`src/rtl/tt_tile_if.sv`:
```
// tt_tile_if -- bundle of the tile-select controls, user-design data paths and
// user-design control outputs between the tile sequencer and its surroundings.
//   master : drives select controls, pad inputs and user outputs; observes the rest
//   slave  : the tile sequencer (tt_tile_seq)
interface tt_tile_if;
  logic       sel_inc;         // increment address counter
  logic       sel_clr;         // synchronous clear of address counter
  logic       sel_load;        // commit counter match into the select flag
  logic       user_rst_req_n;  // external user reset request, active-low
  logic [7:0] ui_pad;          // dedicated input pins
  logic [7:0] uio_pad;         // bidirectional input path from pins
  logic [7:0] uo_user;         // user design dedicated outputs
  logic [7:0] ui_in;           // gated dedicated inputs to the user design
  logic [7:0] uio_in;          // gated bidirectional inputs to the user design
  logic [7:0] uo_pad;          // gated user outputs to pins
  logic       ena;             // user design enable
  logic       clk_en;          // user clock-gate enable
  logic       rst_n;           // user design reset, active-low
  logic       busy;            // sequencer not idle

  modport master (
    output sel_inc, sel_clr, sel_load, user_rst_req_n, ui_pad, uio_pad, uo_user,
    input  ui_in, uio_in, uo_pad, ena, clk_en, rst_n, busy
  );

  modport slave (
    input  sel_inc, sel_clr, sel_load, user_rst_req_n, ui_pad, uio_pad, uo_user,
    output ui_in, uio_in, uo_pad, ena, clk_en, rst_n, busy
  );
endinterface

```
`src/rtl/tt_tile_seq.sv`:
```
// tt_tile_seq -- per-tile select and power-up sequencer.
// An address counter is stepped by sel_inc/sel_clr; sel_load latches whether the
// counter matches MY_ADDR. A Moore FSM (IDLE/RESET/RUN/STOP) then enables the
// user design, holds it in reset for RST_CYCLES cycles, passes data while in RUN
// and spends one STOP cycle with the clock gated on deselection.
// Ports:
//   clk  - single clock
//   rst  - asynchronous active-high reset
//   bus  - tt_tile_if.slave (select controls, data paths, user control outputs)
module tt_tile_seq #(
  parameter int unsigned ADDR_W     = 5,
  parameter int unsigned MY_ADDR    = 0,
  parameter int unsigned RST_CYCLES = 4   // legal range 1..15
) (
  input  logic       clk,
  input  logic       rst,
  tt_tile_if.slave   bus
);

  typedef enum logic [1:0] {
    S_IDLE  = 2'd0,
    S_RESET = 2'd1,
    S_RUN   = 2'd2,
    S_STOP  = 2'd3
  } state_e;

  localparam logic [ADDR_W-1:0] MY_ADDR_C = ADDR_W'(MY_ADDR);
  localparam logic [3:0]        RST_LAST  = 4'(RST_CYCLES - 1);

  state_e            state_q, state_d;
  logic [ADDR_W-1:0] cnt_q, cnt_d;
  logic              sel_q, sel_d;
  logic [3:0]        rcnt_q, rcnt_d;

  logic       ena_q, ena_d;
  logic       clk_en_q, clk_en_d;
  logic       rst_n_q, rst_n_d;
  logic       busy_q, busy_d;
  logic [7:0] ui_in_q, ui_in_d;
  logic [7:0] uio_in_q, uio_in_d;
  logic [7:0] uo_pad_q, uo_pad_d;

  // Address counter and select flag. The match is taken on the counter value
  // before any same-cycle clear or increment.
  always_comb begin
    // NOTE: every always_comb output gets a default first so no latch is inferred.
    cnt_d = cnt_q;
    if (bus.sel_clr) begin
      cnt_d = '0;
    end else if (bus.sel_inc) begin
      cnt_d = cnt_q + ADDR_W'(1);
    end
    sel_d = bus.sel_load ? (cnt_q == MY_ADDR_C) : sel_q;
  end

  // Next-state logic. Deselection beats RESET->RUN; rcnt counts completed
  // RESET cycles and is cleared on the only entry path (IDLE->RESET).
  always_comb begin
    state_d = state_q;
    rcnt_d  = rcnt_q;
    unique case (state_q)
      S_IDLE: begin
        if (sel_q) begin
          state_d = S_RESET;
          rcnt_d  = '0;
        end
      end
      S_RESET: begin
        if (!sel_q) begin
          state_d = S_STOP;
        end else if (rcnt_q == RST_LAST) begin
          state_d = S_RUN;
        end else begin
          rcnt_d = rcnt_q + 4'd1;
        end
      end
      S_RUN: begin
        if (!sel_q) state_d = S_STOP;
      end
      S_STOP:  state_d = S_IDLE;
      default: state_d = S_IDLE;
    endcase
  end

  // Output decode from the next state, so registered outputs change on the
  // same edge as the state register.
  always_comb begin
    ena_d    = 1'b0;
    clk_en_d = 1'b0;
    rst_n_d  = 1'b0;
    ui_in_d  = '0;
    uio_in_d = '0;
    uo_pad_d = '0;
    busy_d   = (state_d != S_IDLE);
    unique case (state_d)
      S_RESET: begin
        ena_d    = 1'b1;
        clk_en_d = 1'b1;
      end
      S_RUN: begin
        ena_d    = 1'b1;
        clk_en_d = 1'b1;
        rst_n_d  = bus.user_rst_req_n;  // only honoured in RUN
        ui_in_d  = bus.ui_pad;
        uio_in_d = bus.uio_pad;
        uo_pad_d = bus.uo_user;
      end
      S_STOP:  ena_d = 1'b1;
      default: ;
    endcase
  end

  // State register: async reset forces every output low immediately.
  always_ff @(posedge clk or posedge rst) begin
    if (rst) begin
      state_q  <= S_IDLE;
      cnt_q    <= '0;
      sel_q    <= 1'b0;
      rcnt_q   <= '0;
      ena_q    <= 1'b0;
      clk_en_q <= 1'b0;
      rst_n_q  <= 1'b0;
      busy_q   <= 1'b0;
      ui_in_q  <= '0;
      uio_in_q <= '0;
      uo_pad_q <= '0;
    end else begin
      // NOTE: non-blocking assignments so all registers update from pre-edge values.
      state_q  <= state_d;
      cnt_q    <= cnt_d;
      sel_q    <= sel_d;
      rcnt_q   <= rcnt_d;
      ena_q    <= ena_d;
      clk_en_q <= clk_en_d;
      rst_n_q  <= rst_n_d;
      busy_q   <= busy_d;
      ui_in_q  <= ui_in_d;
      uio_in_q <= uio_in_d;
      uo_pad_q <= uo_pad_d;
    end
  end

  assign bus.ena    = ena_q;
  assign bus.clk_en = clk_en_q;
  assign bus.rst_n  = rst_n_q;
  assign bus.busy   = busy_q;
  assign bus.ui_in  = ui_in_q;
  assign bus.uio_in = uio_in_q;
  assign bus.uo_pad = uo_pad_q;

endmodule

```
`src/flat_wrapper.sv`:
```
// flat-port wrapper written by rule: the top's interface ports become plain ports
module tt_tile_seq_flat 
#(
  parameter int unsigned ADDR_W     = 5,
  parameter int unsigned MY_ADDR    = 0,
  parameter int unsigned RST_CYCLES = 4                       
)
  (clk, rst, bus_sel_inc, bus_sel_clr, bus_sel_load, bus_user_rst_req_n, bus_ui_pad, bus_uio_pad, bus_uo_user, bus_ui_in, bus_uio_in, bus_uo_pad, bus_ena, bus_clk_en, bus_rst_n, bus_busy);
  tt_tile_if bus_i ();
  input  logic clk;
  input  logic rst;
  input wire logic [$bits(bus_i.sel_inc)-1:0] bus_sel_inc;
  input wire logic [$bits(bus_i.sel_clr)-1:0] bus_sel_clr;
  input wire logic [$bits(bus_i.sel_load)-1:0] bus_sel_load;
  input wire logic [$bits(bus_i.user_rst_req_n)-1:0] bus_user_rst_req_n;
  input wire logic [$bits(bus_i.ui_pad)-1:0] bus_ui_pad;
  input wire logic [$bits(bus_i.uio_pad)-1:0] bus_uio_pad;
  input wire logic [$bits(bus_i.uo_user)-1:0] bus_uo_user;
  output wire logic [$bits(bus_i.ui_in)-1:0] bus_ui_in;
  output wire logic [$bits(bus_i.uio_in)-1:0] bus_uio_in;
  output wire logic [$bits(bus_i.uo_pad)-1:0] bus_uo_pad;
  output wire logic [$bits(bus_i.ena)-1:0] bus_ena;
  output wire logic [$bits(bus_i.clk_en)-1:0] bus_clk_en;
  output wire logic [$bits(bus_i.rst_n)-1:0] bus_rst_n;
  output wire logic [$bits(bus_i.busy)-1:0] bus_busy;
  assign bus_i.sel_inc = bus_sel_inc;
  assign bus_i.sel_clr = bus_sel_clr;
  assign bus_i.sel_load = bus_sel_load;
  assign bus_i.user_rst_req_n = bus_user_rst_req_n;
  assign bus_i.ui_pad = bus_ui_pad;
  assign bus_i.uio_pad = bus_uio_pad;
  assign bus_i.uo_user = bus_uo_user;
  assign bus_ui_in = bus_i.ui_in;
  assign bus_uio_in = bus_i.uio_in;
  assign bus_uo_pad = bus_i.uo_pad;
  assign bus_ena = bus_i.ena;
  assign bus_clk_en = bus_i.clk_en;
  assign bus_rst_n = bus_i.rst_n;
  assign bus_busy = bus_i.busy;
  tt_tile_seq #(.ADDR_W(ADDR_W), .MY_ADDR(MY_ADDR), .RST_CYCLES(RST_CYCLES)) u_core (.clk(clk), .rst(rst), .bus(bus_i));
endmodule
```
`config.mk`:
```
export PLATFORM = sky130hd
export DESIGN_NAME = tt_tile_seq_flat
export DESIGN_NICKNAME = d
export VERILOG_FILES = /design/src/rtl/tt_tile_if.sv /design/src/rtl/tt_tile_seq.sv /design/src/flat_wrapper.sv
export SDC_FILE = /design/constraint.sdc
export NUM_CORES = 1
export LEC_CHECK = 0
export ABC_AREA = 1
export BUFFER_PORTS_ARGS = -buffer_cell sky130_fd_sc_hd__buf_2
export CORE_AREA = 3 3 60 62
export DETAILED_ROUTE_END_ITERATION = 10
export DIE_AREA = 0 0 63 65
export GPL_TIMING_DRIVEN = 1
export PLACE_DENSITY = 0.79
export RECOVER_POWER = 50
export SLEW_MARGIN = 10
export SYNTH_ARGS = -nofsm -noshare
export SYNTH_HDL_FRONTEND = slang
export SYNTH_SLANG_ARGS = --single-unit
```
`constraint.sdc`:
```
create_clock -name clk -period 2.4 [get_ports clk]
set_input_delay 0.24 -clock clk [delete_from_list [all_inputs] [get_ports clk]]
set_output_delay 0.24 -clock clk [all_outputs]
set_load 0.05 [all_outputs]
```
# Word-level counts from Yosys, hierarchy flattened
# Index checks and enable logic that the tools add are counted.
# op_classes
add_sub_neg	2
n_eq_ne	10
mux	17
reduce_logical	8
# ops
cell	n
$mux W8	3
$mux W4	3
$mux W5	2
$eq A2 B2 Y1 const B	4
$mux W2	4
$pmux W2 S4	1
$pmux W4 S2	1
$reduce_bool A2 Y1	3
$add A5 B1 Y5 const B	1
$logic_not A5 Y1	1
$add A4 B1 Y4 const B	1
$eq A2 B1 Y1 const B	2
$eq A4 B2 Y1 const B	1
$ne A2 B1 Y1 const B	2
$reduce_and A4 Y1	1
$mux W1	3
$reduce_or A3 Y1	1
$logic_not A2 Y1	1
$ne A2 B2 Y1 const B	1
$reduce_or A2 Y1	1
# word_totals
regBits	40
elab_cells	48

# Logic depth before layout (Yosys ltp)
# Gate-level depths: netlist (run 1).
# logic_depth
ltp_word	7
ltp_mapped	11
mapped_depth_nobuf	9

# Worst setup path before layout (run 1)
# No wires, ideal clock.
# synth_path
kind	register -> register
startpoint	reg u_core.rcnt_q[0]
endpoint	reg u_core.uo_pad_q[1], in the netlist u_core.bus.uo_pad[1]
setup_ns	0.113
arrival_ns	1.492
setup_slack_ns	0.795
path_stages_with_launch	11
synth_period_minus_slack_ns	1.605
path_cell_list	dfrtp_1 > ha_1 > nand2_1 > nand2_1 > nand2_1 > a21oi_1 > ha_1 > buf_2 > buf_2 > nand2_1 > inv_1
# synth_via
elab_chain_len	6
# synth_lines
item	line_no	text
start, declared	tt_tile_seq.sv:33	logic [3:0] rcnt_q, rcnt_d;
start signal, assigned	tt_tile_seq.sv:132	rcnt_q <= rcnt_d;
$eq A4 B2 Y1	tt_tile_seq.sv:71	end else if (rcnt_q == RST_LAST) begin
$mux W2	tt_tile_seq.sv:71	
$mux W2	tt_tile_seq.sv:69	if (!sel_q) begin
$pmux W2 S4	tt_tile_seq.sv:61	unique case (state_q)
$eq A2 B2 Y1	tt_tile_seq.sv:95	unique case (state_d)
$mux W8	tt_tile_seq.sv:95	
named net u_core.uo_pad_d[1]	tt_tile_seq.sv:41	logic [7:0] uo_pad_q, uo_pad_d;
end signal, assigned	tt_tile_seq.sv:139	uo_pad_q <= uo_pad_d;
end, declared	tt_tile_seq.sv:41	
# The timed path passes the listed nets, and every way through them passes these cells.
# A chain may end at the register's enable or synchronous reset.

# Worst setup path after layout (run 1)
# layout_path
startpoint	reg u_core.rcnt_q[0]
endpoint	reg u_core.uo_pad_q[3], in the netlist u_core.bus.uo_pad[3]
# The elaborated chain is that of the path after synthesis.

==> results of run 1 <==
[layout make-up]
cell class,count,area [um2],share of cell area (%)
tap,44,55.1,2.80
sequential,39,976,49.7
clock buffer,5,37.5,1.91
timing repair buffer,59,298,15.2
clock inverter,3,20.0,1.02
inverter,41,154,7.83
multi-input combinational,86,424,21.6
[power by group through the flow]
stage          registers [uW]  logic, uW  clock network [uW]
5_1_grt                   989       1530                 364
4_1_cts                   970       1440                 334
3_3_place_gp              973       1400                   0
3_5_place_dp              982       1440                   0
6_report                  964       1410                 320
2_1_floorplan            1630        469                   0
[cell usage after synthesis (all sizes together)]
cell type / count
nor3: 2
ha: 5
nand4: 4
o21ai: 3
nor2: 12
dfrtp: 39
nand2: 48
inv: 41
nand3: 8
a21oi: 3
buf: 4
xor2: 1
[metrics by stage]
| step | hold WS, ns | power (uW) | cells | worst slack, ns |
|---|---|---|---|---|
| finish | 0.0730 | 2690 | 277 | 0.381 |
| detailed placement | 0.371 | 2420 | 268 | 0.371 |
| CTS | 0.0568 | 2750 | 277 | 0.348 |
| global route | 0.0521 | 2880 | 277 | 0.146 |
| global placement | 0.373 | 2370 | 268 | 0.461 |
| floorplan | 0.313 | 2090 | 170 | 0.795 |
[cell families (layout without fill, tap and decap cells)]
| family | Yosys count | count (layout) | synth area share, % |
|---|---|---|---|
| adders and majority gates | 5 | 5 | 3.95 |
| DFF | 39 | 39 | 61.7 |
| AOI/OAI and AO/OA | 6 | 6 | 2.13 |
| xor gates and xnor gates | 1 | 1 | 1.03 |
| and+or+nand+nor | 74 | 74 | 20.1 |
| buffers and inverters | 45 | 108 | 11.1 |
[routing by layer]
layer  vias up  share of wire [%]
met4         0               0.78
met2        43                 50
met1       570                 40
met3         3                9.5
met5         -                  0
li1        619                  -
[worst reg2reg max path: cells and delay by family (launching register included)]
kind	cells	cell delay (ns)
buffers and inverters	1	0.09
adders and majority gates	2	0.91
and+or+nand+nor	4	0.37
DFF	1	0.41
AOI/OAI and AO/OA	1	0.19
[registers in the layout, indices dropped and copies added, names as in the netlist]
| register | cells |
|---|---|
| u_core.bus.busy | 1 |
| u_core.bus.clk_en | 1 |
| u_core.bus.rst_n | 1 |
| u_core.bus.ui_in | 8 |
| u_core.bus.uio_in | 8 |
| u_core.bus.uo_pad | 8 |
| u_core.cnt_q | 5 |
| u_core.rcnt_q | 4 |
| u_core.sel_q | 1 |
| u_core.state_q | 2 |
[cells in the final DEF (no fill, tap or decap)]
| cell | netlist | final |
|---|---|---|
| clkbuf_1 | 0 | 2 |
| buf_2 | 3 | 55 |
| o21ai_0 | 3 | 3 |
| a21oi_1 | 2 | 3 |
| nand3_1 | 8 | 8 |
| clkinvlp_4 | 0 | 2 |
| clkbuf_2 | 0 | 1 |
| dfrtp_1 | 39 | 39 |
| nor2_1 | 10 | 10 |
| nand4_1 | 4 | 4 |
| clkbuf_4 | 0 | 5 |
| clkinv_2 | 0 | 1 |
| nor3_1 | 2 | 2 |
| nor2_2 | 2 | 2 |
| xor2_2 | 1 | 1 |
| dlygate4sd3_1 | 0 | 1 |
| nand2_1 | 43 | 44 |
| ha_1 | 5 | 5 |
| nand2_2 | 5 | 4 |
| inv_1 | 37 | 38 |
| inv_2 | 4 | 3 |
[path summary, 6_finish.rpt]
path / to / slack [ns] / cells after the start
worst max-delay path: u_core.bus.uo_pad[3] / 0.38 / 8
worst min-delay path: u_core.bus.uo_pad[0] / 0.07 / 3
worst max register to register: u_core.bus.uo_pad[3] / 0.38 / 8
worst min register to register: u_core.cnt_q[4] / 0.53 / 2
max in group asynchronous: u_core.bus.rst_n / 1.15 / 4
min in group asynchronous: u_core.bus.uio_in[1] / 0.71 / 4
==> metrics, run 1 <==
routed vias/inst=4.46; DR pass1 iterations=4; post-synthesis average cell area=9.31 um2; final count of hold timing violations=0; FF-to-FF Start=u_core.rcnt_q[0]; Setup CP Type=register to register; Area growth syn-to-layout=24.1%; Critical Path Source=u_core.rcnt_q[0]; max-cap violations=0; Global Route Usage Sum=16.3%; Setup Buffers After CTS=0; Fillers=268; num ports=58; mapped cell area=0.00158 mm2; Initial Util=51.4%; Combinational Power Share=52.3%; clock skew after layout=0.00799 ns; post-route minimum period=2.02 ns; die height=65 um; Net Count, Synth=205; Initial DRC Count=24; sw frac=52.0%; drt wl/cell=10.6 um; TritonCTS clock tree=built; Synth top area share=61.7%; setup tns final=0 ns; Setup crit start kind=register; Synth cell types=17; CTS buffer count=5; vias in the first global route=1242; Row Count=20; yosys warns=0; Pint=1290 uW; max incr delay on CP=0.71 ns; worst path bufs/invs=1; Post-Synthesis Cells=170; Critical Path Fanout Max=25; Critical Path RT=2.68 ns; Area after DPL=0.00191 mm2; Clk Latency, worst-skew pair=0.34 ns; top cells by area, synth=dfrtp_1 62%, nand2_1 10%, inv_1 8.8%; clock sink total=39; Slew HR=40.4%; Final Max Tran Viols=0; met3 Use GR=8.15%; share of cells above drive strength 1=31.8%; htree depth=2; clk slew on worst S/H paths=0.12 ns; crit path DAT=2.30 ns; Worst setup EP type=register; hold buffer count at cts=1; hold path startpoint=bus_uo_user[0]; setup violators final=0; Clk pwr share=11.9%; Worst Tran Pin Value=0.895 ns; clock root buffer master=clkbuf_4; register bit total from synthesis=39; final core occ=63.8%; GPL Wtd Cong=0.787; GRT met2 Usage=28.3%; Sequential Power Share=35.8%; GR Overflow Total=0; Min-Delay Path Class=primary input to register; met1 Usage GRT=18.0%; cell taking the most area after synthesis=dfrtp_1; Core ar.=0.00308 mm2; initial antenna violation count=0; Leakage=0.00128 uW; Top Usage Layer GRT=met2; delay-heaviest family, CP=adder cells; crit share post-route=84.1%; RSZ-0062 raised after global routing=false; Power Density=1370 mW/mm2; Die W=63 um; Max VDD drop=828 uV; Buffers on Ports=57; Die ar.=0.00410 mm2; cell mode on critical path=nand2_1; post-synthesis sequential area ratio=61.7%; Post-route DRC=0; worst-path cell chain=ha_1 > nand2_1 > nand2_1 > nand2_1 > a21oi_1 > ha_1 > nand2_1 > inv_1; Finished Cell Area=0.00196 mm2; placed wire-length estimate=2330 um; status=complete, no violations; CTS max path bufs=2; Vias=1235; final WL=2940 um; first-pass GRT wire length=5180 um; ANT nets after route=0; nets=267; CTS resizes=0; Fmax achieved=0.495 GHz; slowest CP cell=ha_1; # diodes=0; switching component of the power=1400 uW; largest net degree at the start of global routing=40
Note: power is estimated with default switching activity, not from simulation.
==> run 2, diff against run 1 <==
Settings changed: CORE_AREA 3 3 60 62 to 3 3 65 67, DIE_AREA 0 0 63 65 to 0 0 68 70, PLACE_DENSITY 0.79 to 0.71.
Clock period 2.4 ns to 1.8 ns, I/O delays scaled along.
==> metrics, run 2 (synthesis gave the netlist of run 1 again) <==
Global Route Usage Sum=14.0%; CTS max path bufs=2; Worst setup EP type=register; Initial DRC Count=52; Final Max Tran Viols=0; setup tns final=0 ns; initial antenna violation count=0; TritonCTS clock tree=built; Die W=68 um; Pint=2000 uW; sw frac=48.3%; CTS buffer count=5; routed vias/inst=4.29; clock sink total=39; vias in the first global route=1211; clock root buffer master=clkbuf_8; commonest non-fill, non-tap cell in the layout=buf_2; clock skew after layout=0.00453 ns; nets=267; cell mode on critical path=nand2_1; switching component of the power=1870 uW; # diodes=0; worst-path cell chain=ha_1 > nand2_1 > nand2_1 > nand2_1 > a21oi_1 > ha_1 > buf_8 > nand2_1 > inv_1; setup violators final=0; Combinational Power Share=48.7%; Vias=1200; Setup crit start kind=register; first-pass GRT wire length=4950 um; DP Worst Slack=0.154 ns; placed wire-length estimate=2190 um; Setup Buffers After CTS=0; drt wl/cell=10.3 um; Final WS setup=0.192 ns; RSZ-0062 raised after global routing=false; ANT nets after route=0; Sequential Power Share=33.6%; slowest CP cell=dfrtp_1; DR pass1 iterations=4; final WL=2870 um; Die ar.=0.00476 mm2; Fillers=355; die height=70 um; Critical Path Fanout Max=25; Fmax achieved=0.622 GHz; crit share post-route=89.4%; Core ar.=0.00369 mm2; Initial Util=42.9%; Critical Path RT=1.97 ns; largest net degree at the start of global routing=40; Setup CP Type=register to register; most frequent cells in the layout=46 x buf_2, 43 x nand2_1, 39 x dfrtp_1; htree depth=2; Worst Tran Pin Value=0.908 ns; Post-route DRC=0; Buffers on Ports=57; Power Density=1910 mW/mm2; crit path DAT=1.78 ns; status=complete, no violations; Clk pwr share=17.7%; final count of hold timing violations=0; Min-Delay Path Class=primary input to register; Area growth syn-to-layout=27.5%; max-cap violations=0; post-route minimum period=1.61 ns; Max VDD drop=896 uV; Slew HR=39.4%; clk slew on worst S/H paths=0.07 ns; max incr delay on CP=0.41 ns; share of cells above drive strength 1=29.3%; num ports=58; Clk Latency, worst-skew pair=0.28 ns; Row Count=22; GPL Wtd Cong=0.781; GR Overflow Total=0; Leakage=0.00127 uW
## run 2: cell types whose count changed in the layout (fill, tap and decap cells not counted), moves of 5 or more
cell | before | now
clkbuf_8 | 0 | 5
clkbuf_4 | 5 | 0
buf_2 | 55 | 46
clkbuf_1 | 2 | 11
## run 2: routing by layer
| layer | wire, um | track usage, % | vias up | part of all wire, % |
|---|---|---|---|---|
| met5 | 0 | 0 | - | 0 |
| met4 | 57 | 7.28 | 0 | 2.0 |
| met3 | 195 | 4.34 | 4 | 6.8 |
| met2 | 1510 | 22.9 | 36 | 53 |
| met1 | 1110 | 15.9 | 542 | 38 |
| li1 | - | - | 618 | - |
## run 2: repair_timing
action                                  in CTS  in global routing
gates resized for setup                      0                  2
hold buffers                                 0                  0
endpoints found under the setup margin       0                 21
## run 2: metrics by stage
stage                     util [%]  power, uW  hold WS [ns]  std cells  cell area (um2)
after detailed placement      52.1       3220         0.319        273             1920
after global routing          54.7       4140        0.0731        280             2020
after CTS                     55.0       3910       0.00563        280             2030
after floorplan                  -       2790         0.253        170             1580
after global placement        52.1       3170         0.316        273             1920
final                         54.7       3860        0.0770        280             2020
## run 2: critical path, delay by kind of cell (launching register included)
family / cells / cell delay (ns)
adders and majority gates: 2 / 0.46
buffers and inverters: 2 / 0.20
DFF: 1 / 0.41
AOI/OAI and AO/OA: 1 / 0.09
and+or+nand+nor: 4 / 0.34
## run 2: worst paths after layout
check	start	cells past startpoint	slack, ns	end
worst max-delay path	u_core.rcnt_q[0]	9	0.19	u_core.bus.ui_in[1]
worst min-delay path	bus_uio_pad[5]	3	0.08	u_core.bus.uio_in[5]
worst max register to register	u_core.rcnt_q[0]	9	0.19	u_core.bus.ui_in[1]
worst min register to register	u_core.cnt_q[4]	2	0.52	u_core.cnt_q[4]
max in group asynchronous	rst	3	1.07	u_core.bus.ui_in[1]
min in group asynchronous	rst	3	0.16	u_core.bus.uo_pad[1]
## run 2: area by class of cell
| cell class | count | area (um2) | area share [%] |
|---|---|---|---|
| tap | 48 | 60.1 | 2.98 |
| clock buffer | 5 | 68.8 | 3.41 |
| inverter | 41 | 154 | 7.63 |
| clock inverter | 2 | 37.5 | 1.86 |
| multi-input combinational | 86 | 430 | 21.3 |
| sequential | 39 | 976 | 48.4 |
| timing repair buffer | 59 | 292 | 14.4 |
## run 2: power by group through the flow
stage / clock [uW] / sequential, uW / combinational (uW)
final: 684 / 1300 / 1880
after CTS: 708 / 1300 / 1910
after global routing: 752 / 1330 / 2050
after global placement: 0 / 1300 / 1870
after detailed placement: 0 / 1310 / 1910
after floorplan: 0 / 2170 / 626
==> run 3, diff against run 2 <==
Settings changed: RECOVER_POWER 50 to not set.
==> metrics, run 3 (synthesis gave the netlist of run 1 again) <==
final WL=2880 um; GR Overflow Total=0; Min-Delay Path Class=primary input to asynchronous set/reset pin; routed vias/inst=4.26; crit path DAT=1.78 ns; Area growth syn-to-layout=28.5%; share of cells above drive strength 1=34.1%; Buffers on Ports=57; failing checks=hold timing; final count of hold timing violations=2; Row Count=22; clock skew after layout=0.00466 ns; Leakage=0.00131 uW; max-cap violations=0; CTS buffer count=5; Fillers=349; nets=267; die height=70 um; Initial DRC Count=50; cell mode on critical path=nand2_1; Initial Util=42.9%; clock root buffer master=clkbuf_8; setup tns final=0 ns; setup violators final=0; most frequent cells in the layout=57 x buf_2, 43 x nand2_1, 39 x dfrtp_1; vias in the first global route=1211; slowest CP cell=dfrtp_1; Die ar.=0.00476 mm2; DR pass1 iterations=4; Power Density=1910 mW/mm2; Slew HR=69.2%; placed wire-length estimate=2190 um; Vias=1193; Setup CP Type=register to register; Max VDD drop=896 uV; Core ar.=0.00369 mm2; max incr delay on CP=0.41 ns; Final Max Tran Viols=0; multi-input logic area=430 um2; Critical Path RT=1.97 ns; Clk Latency, worst-skew pair=0.28 ns; initial antenna violation count=0; Setup crit start kind=register; htree depth=2; ANT nets after route=0; clock sink total=39; DP Worst Slack=0.154 ns; largest net degree at the start of global routing=40; RSZ-0062 raised after global routing=false; Sequential Area=976 um2; drt wl/cell=10.3 um; # diodes=0; Post-route DRC=0; Worst setup EP type=register; worst hold margin=-0.00698 ns; Final WS setup=0.191 ns; status=finished with violations; commonest non-fill, non-tap cell in the layout=buf_2; crit share post-route=89.4%; Critical Path Fanout Max=25; num ports=58; Setup Buffers After CTS=0; Die W=68 um; clk slew on worst S/H paths=0.07 ns; Fmax achieved=0.622 GHz; Worst Tran Pin Value=0.462 ns; Finished Cell Area=0.00203 mm2; CTS max path bufs=2; worst-path cell chain=ha_1 > nand2_1 > nand2_1 > nand2_1 > a21oi_1 > ha_1 > buf_8 > nand2_1 > inv_1; first-pass GRT wire length=4950 um; Global Route Usage Sum=14.0%; Area after DPL=0.00192 mm2; TritonCTS clock tree=built; post-route minimum period=1.61 ns; GPL Wtd Cong=0.781
-- run 3: changes by cell type in the layout (fill, tap and decap cells not counted) --
cell      previous run  this run
clkbuf_1            11         0
buf_4                0         1
buf_2               46        57
clkbuf_2             1         0
-- run 3: report_power, final --
part / internal, uW / switching, uW
logic: 451 / 1460
registers: 1170 / 123
clock network: 405 / 280
-- run 3: worst paths after layout --
| path | startpoint | end | slack, ns | cells past startpoint |
|---|---|---|---|---|
| hold reg to reg | u_core.cnt_q[4] | u_core.cnt_q[4] | 0.52 | 2 |
| max in group asynchronous | rst | u_core.bus.ui_in[1] | 1.48 | 3 |
| hold / removal | rst | u_core.bus.uo_pad[1] | -0.007 | 3 |
| setup / recovery | u_core.rcnt_q[0] | u_core.bus.ui_in[1] | 0.19 | 9 |
| setup reg to reg | u_core.rcnt_q[0] | u_core.bus.ui_in[1] | 0.19 | 9 |
| min in group clk | bus_uo_user[5] | u_core.bus.uo_pad[5] | 0.08 | 3 |
-- run 3: area by class of cell --
type / count / share of cell area [%]
sequential: 39 / 48.0
multi-input combinational: 86 / 21.2
timing repair buffer: 59 / 15.1
inverter: 41 / 7.56
clock buffer: 5 / 3.38
tap: 48 / 2.95
clock inverter: 2 / 1.85
-- run 3: per-stage QoR --
| step | power, uW | std cells | utilization (%) | hold slack, ns |
|---|---|---|---|---|
| after detailed placement | 3220 | 273 | 52.1 | 0.319 |
| after floorplan | 2790 | 170 | - | 0.253 |
| after global placement | 3170 | 273 | 52.1 | 0.316 |
| after global routing | 4160 | 280 | 55.2 | 0.0428 |
| final | 3890 | 280 | 55.2 | -0.00698 |
| after CTS | 3910 | 280 | 55.0 | 0.00563 |
-- run 3: routing by layer --
| layer | GRT usage (%) | vias up | routed length [um] |
|---|---|---|---|
| li1 | - | 618 | - |
| met1 | 15.9 | 536 | 1130 |
| met2 | 22.9 | 35 | 1510 |
| met3 | 4.34 | 4 | 186 |
| met4 | 7.28 | 0 | 61 |
| met5 | 0 | - | 0 |
-- run 3: worst max-delay path, delay by kind of cell, from the launching register on --
family,cells,cell delay (ns)
DFF,1,0.41
buffers and inverters,2,0.20
adders and majority gates,2,0.46
and+or+nand+nor,4,0.34
AOI/OAI and AO/OA,1,0.09
-- run 3: timing repair --
action,CTS,global route
setup endpoints to repair,0,21
hold buffers,0,0
resized for setup,0,2
